`src/rtl/alu_operand_stage.sv`:
```
`default_nettype none
// ============================================================================
// Module   : alu_operand_stage
// Purpose  : Register file plus single-entry operand-issue stage feeding the
//            yAlu ALU. Two read ports (rs, rt), one writeback port with
//            write-first bypass, optional sign-extended immediate for
//            operand B, and a registered (a, b, op) output under a
//            valid/ready handshake with full 1-per-cycle throughput.
// Ports    : clk, rst_n (async active-low)
//            in_valid/in_ready, rs, rt, op_in, imm, use_imm  - issue side
//            wb_en, wb_addr, wb_data                         - writeback
//            out_valid/out_ready, a, b, op                   - ALU side
//            op_err                                          - sticky flag
// Revision : 1.0 - initial release
// ============================================================================
module alu_operand_stage #(
    parameter int WIDTH = 32,
    parameter int NREG  = 32,
    parameter int AW    = 5,
    parameter int IMMW  = 16
) (
    input  logic             clk,
    input  logic             rst_n,
    input  logic             in_valid,
    output logic             in_ready,
    input  logic [AW-1:0]    rs,
    input  logic [AW-1:0]    rt,
    input  logic [2:0]       op_in,
    input  logic [IMMW-1:0]  imm,
    input  logic             use_imm,
    input  logic             wb_en,
    input  logic [AW-1:0]    wb_addr,
    input  logic [WIDTH-1:0] wb_data,
    output logic             out_valid,
    input  logic             out_ready,
    output logic [WIDTH-1:0] a,
    output logic [WIDTH-1:0] b,
    output logic [2:0]       op,
    output logic             op_err
);

    // Output-slot occupancy: EMPTY holds nothing, FULL holds one instruction.
    localparam logic [0:0] c_st_empty = 1'b0;
    localparam logic [0:0] c_st_full  = 1'b1;

    logic [WIDTH-1:0] r_regs [NREG];
    logic [WIDTH-1:0] r_a;
    logic [WIDTH-1:0] r_b;
    logic [2:0]       r_op;
    logic             r_op_err;
    logic [0:0]       r_state;
    logic [0:0]       w_state_nxt;

    logic [WIDTH-1:0] w_rd_a;
    logic [WIDTH-1:0] w_rd_b;
    logic [WIDTH-1:0] w_sext;
    logic             w_accept;
    logic             w_illegal;

    // ------------------------------------------------------------------
    // Register file. Entry 0 is never written, so it stays at its reset
    // value of zero; reads of address 0 are also forced to zero below so
    // the bypass can never leak a write aimed at R0.
    // ------------------------------------------------------------------
    always_ff @(posedge clk or negedge rst_n) begin
        if (!rst_n) begin
            for (int i = 0; i < NREG; i++) begin
                r_regs[i] <= '0;
            end
        end else if (wb_en && (wb_addr != '0)) begin
            r_regs[wb_addr] <= wb_data;
        end
    end

    // Write-first read ports: a same-cycle writeback to the read address
    // wins over the stored value.
    always_comb begin
        w_rd_a = '0;
        w_rd_b = '0;
        if (rs != '0) begin
            w_rd_a = (wb_en && (wb_addr == rs)) ? wb_data : r_regs[rs];
        end
        if (rt != '0) begin
            w_rd_b = (wb_en && (wb_addr == rt)) ? wb_data : r_regs[rt];
        end
    end

    assign w_sext    = {{(WIDTH-IMMW){imm[IMMW-1]}}, imm};
    assign w_illegal = (op_in == 3'b011) || (op_in == 3'b100) || (op_in == 3'b101);

    // ------------------------------------------------------------------
    // Handshake. A draining slot can be refilled on the same edge, which
    // is what gives back-to-back issue without a bubble.
    // ------------------------------------------------------------------
    assign out_valid = (r_state == c_st_full);
    assign in_ready  = !out_valid || out_ready;
    assign w_accept  = in_valid && in_ready;

    always_ff @(posedge clk or negedge rst_n) begin
        if (!rst_n) begin
            r_state <= c_st_empty;
        end else begin
            r_state <= w_state_nxt;
        end
    end

    always_comb begin
        w_state_nxt = r_state;
        case (r_state)
            c_st_empty: begin
                if (w_accept) begin
                    w_state_nxt = c_st_full;
                end
            end
            c_st_full: begin
                if (w_accept) begin
                    w_state_nxt = c_st_full;
                end else if (out_ready) begin
                    w_state_nxt = c_st_empty;
                end
            end
            default: w_state_nxt = c_st_empty;
        endcase
    end

    // Operand register: sampled only at accept, so later writebacks do not
    // disturb an instruction that is already waiting on the ALU.
    always_ff @(posedge clk or negedge rst_n) begin
        if (!rst_n) begin
            r_a      <= '0;
            r_b      <= '0;
            r_op     <= '0;
            r_op_err <= 1'b0;
        end else if (w_accept) begin
            r_a  <= w_rd_a;
            r_b  <= use_imm ? w_sext : w_rd_b;
            r_op <= op_in;
            if (w_illegal) begin
                r_op_err <= 1'b1;
            end
        end
    end

    assign a      = r_a;
    assign b      = r_b;
    assign op     = r_op;
    assign op_err = r_op_err;

endmodule
`default_nettype wire

```
`config.mk`:
```
export PLATFORM = sky130hd
export DESIGN_NAME = alu_operand_stage
export DESIGN_NICKNAME = d
export VERILOG_FILES = /design/src/rtl/alu_operand_stage.sv
export SDC_FILE = /design/constraint.sdc
export NUM_CORES = 2
export LEC_CHECK = 0
export CAP_MARGIN = 20
export CORE_ASPECT_RATIO = 1.1
export CORE_MARGIN = 2
export CORE_UTILIZATION = 55
export CTS_CLUSTER_DIAMETER = 50
export DETAILED_ROUTE_END_ITERATION = 16
export GPL_TIMING_DRIVEN = 0
export PLACE_DENSITY_LB_ADDON = 0.2
export REMOVE_ABC_BUFFERS = 1
export SLEW_MARGIN = 40
export SYNTH_ARGS = -nofsm -noshare
export SYNTH_HDL_FRONTEND = slang
export SYNTH_SLANG_ARGS = --single-unit
```
`constraint.sdc`:
```
create_clock -name clk -period 1.5 [get_ports clk]
set_input_delay 0.225 -clock clk [delete_from_list [all_inputs] [get_ports clk]]
set_output_delay 0.225 -clock clk [all_outputs]
set_load 0.01 [all_outputs]
```
==> impl_metrics.tcl <==
set metrics [dict create \
    cts_root_buf "clkbuf_16" \
    cp_slowest_cell "mux4_2" \
    syn-cell-area_mm2 0.05731 \
    numCtsBuffers 132 \
    wl_um 195800 \
    tns_ns -19.74 \
    seqPwrFrac_pct 43.0 \
    dpl_worst_slack_ns -2.070 \
    cts_sinks 1093 \
    overflow 0 \
    fin_area_mm2 0.06989 \
    finalHoldViolCount 307 \
    antenna_found_initial 9 \
    utilization_pct 67.44 \
    seqCellArea_mm2 0.02736 \
    area_delta_synth_final_pct 21.95 \
    mostFrequentLayoutCells "1086 x dfrtp_1, 863 x mux2_2, 450 x mux4_2" \
    violations "hold timing, setup timing" \
    r2r_slack_ns -0.41 \
    layout-drive-gt1-share_pct 51.43 \
    hold_class "input pin to asynchronous set/reset pin" \
    switchingPower_w 0.02543 \
    max_slew_margin_pct 44.13 \
    worstMarginPinSlew_ns 0.8381 \
    hpwl_um 109300 \
    wire_per_inst_um 35.10 \
    fin_crit_ns 1.906 \
    leakage_nw 30.99 \
    synth_edf_count 0 \
    grt_pass1_vias 40450 \
    grt.total_usage_pct 36.65 \
    cap_violations 0 \
    synth_flop_cell "dfrtp_1" \
    num_rows 124 \
    viasPerCell 7.026 \
    crit_family "compound AO/OA/AOI/OAI gates" \
    synth_seq_cells 1093 \
    whs_ns -0.2525 \
    r2r_start "r_regs[139]$_DFFE_PN0P_" \
    avgSynthCellArea_um2 14.73 \
    placed_cell_area_mm2 0.06195 \
    pwr-share-comb_pct 20.9 \
    fmax_mhz 524.7 \
    swShare_pct 27.68 \
    critPathKind "register to register" \
    coreArea_mm2 0.1036 \
    end_kind "register" \
    nNetsFinal 4158 \
    cp_max_fo 3 \
    maxSlewViolCount 0 \
    max_stage_delay_ns 0.50 \
    setup_viol 108 \
    n_fill_cell 6954 \
    worst-r2r-cell-count 4 \
    ys_top_cells_by_area "dfrtp_1 48%, mux4_2 18%, mux2_2 17%" \
    crit_required_ns 2.14 \
    die_y_um 342.6 \
    finClkSkew_ns 0.02409 \
    drt_pre_antenna_iters 5 \
    dieArea_mm2 0.1068 \
    ir_drop_uv 1070 \
    io_buffers 141 \
    critPathLaunchType "register" \
    clockBufferDepth 3 \
    grt_max_degree 112 \
    yosys.area.top_type "dfrtp_1" \
    io_pins 142 \
    p_int_w 0.06643 \
    status "finished with violations" \
    grt_pass1_wl_um 282000 \
    drtIter0Drc 4547 \
    drc_errors 0 \
    fin_crit_sh_pct 127.1 \
    start_util_pct 55.30 \
    cts_tree "yes" \
    yosys_warnings 0 \
    fp.dieW_um 311.8 \
    powerDensity_mw_per_mm2 1314 \
    gp_congestion 0.7508 \
    ctsHtreeMaxLevel 4 \
    vias 39200 \
    cp_cell_sequence "mux4_2, a22oi_2, nand4_1, o2bb2ai_2" \
    power.share.clock_pct 36.1 \
    synth_seq_area_share_pct 47.72 \
    final_common_cell "dfrtp_1" \
    r2r_end "b[11]$_DFFE_PN0P_" \
    ant_nets 0 \
    clock_latency_ns 0.75 \
    yosysTopAreaCellShare_pct 47.72 \
    worstPathArrival_ns 2.54 \
    synthArstFlopShare_pct 100.0 \
    clkTransAtPathRegs_ns 0.06 \
    worst-path-buf-inv 0 \
    setup_slack_ns -0.4058 \
    yosysUniqueCellTypes 48 \
    multi_input_area_mm2 0.02903 \
    rsz0062_at_grt "true" \
    syn_inst 3892 \
]
==> cells by family (layout without fill, tap and decap cells) <==
group	after synthesis	after routing	synth area share, %
flip-flops	1093	1093	47.72
AND/OR/NAND/NOR	331	333	2.766
other	0	7	0
XOR/XNOR	10	10	0.1528
AO/OA/AOI/OAI	324	324	4.122
multiplexers	1696	1696	41.68
buffers and inverters	438	730	3.552
==> layer usage <==
layer  share of wire [%]  routed length (um)  up-vias  track usage (%)
met5               0.045                  88        -                0
met4                 6.6               13020        8            23.35
met3                 9.4               18500      714            8.728
met2                  48               93280     2380            57.96
met1                  36               70930    20680            45.80
li1                    -                   -    15420                -
==> worst max-delay path by stage <==
stage | from | endpoint | slack (ns) | cells after the start
after floorplan | out_valid$_DFF_PN0_ | a[30]$_DFFE_PN0P_ | -1.81 | 5
after global placement | rst_n | r_regs[156]$_DFFE_PN0P_ | -50.36 | 1
after detailed placement | rs[2] | a[31]$_DFFE_PN0P_ | -2.07 | 12
after CTS | out_valid$_DFF_PN0_ | b[21]$_DFFE_PN0P_ | -0.30 | 7
after global routing | out_valid$_DFF_PN0_ | a[8]$_DFFE_PN0P_ | -0.42 | 9
final | r_regs[139]$_DFFE_PN0P_ | b[11]$_DFFE_PN0P_ | -0.41 | 4
==> repair_timing <==
action / 4_1_cts / 5_1_grt
buffers inserted: 132 / 28
endpoints found under the setup margin: 1287 / 601
resized for setup: 474 / 50
hold buffers: 4 / 6
endpoints found under the hold margin: 340 / 126
pin swaps: 70 / 18
gates cloned: 39 / 4
==> sequential cells by signal, summed over array words and instances, names as in the netlist <==
| name | flops |
|---|---|
| b | 32 |
| a | 32 |
| out_valid | 1 |
| op_err | 1 |
| r_regs | 1024 |
| op | 3 |
==> per-stage QoR <==
stage	total power (W)	cells
global route	0.09494	5576
floorplan	0.04982	3454
finish	0.09186	5579
detailed placement	0.05679	5128
global placement	0.05735	4981
CTS	0.09090	5536
==> cell type report <==
cell class,count,area share [%]
antenna,7,0.02506
clock buffer,189,5.544
clock inverter,45,0.8575
multi-input combinational,2363,41.54
sequential,1093,39.15
tap,1386,2.481
timing repair buffer,496,10.41
==> worst register-to-register path: cells and delay by family (launching register included) <==
kind,cells,cell delay (ns)
muxes,1,0.50
and+or+nand+nor,1,0.22
DFF,1,0.47
AOI/OAI and AO/OA,2,0.60
==> cell usage after synthesis (all sizes together) (33+ instances only) <==
cell and count:
mux4 450, o211ai 33, buf 213, nand2b 36, dfrtp 1093, clkbuf 225, a22oi 142, nand3 50
nand2 66, nor2 117, mux2i 221, mux2 1025
==> power by group through the flow <==
stage	combinational (W)	clock [W]	sequential (W)
after CTS	0.0186	0.0332	0.0391
after global routing	0.0204	0.0345	0.0400
after detailed placement	0.0172	0	0.0395
final	0.0192	0.0332	0.0395
after floorplan	0.0115	0	0.0383
after global placement	0.0180	0	0.0394
Note: power is estimated with default switching activity, not from simulation.
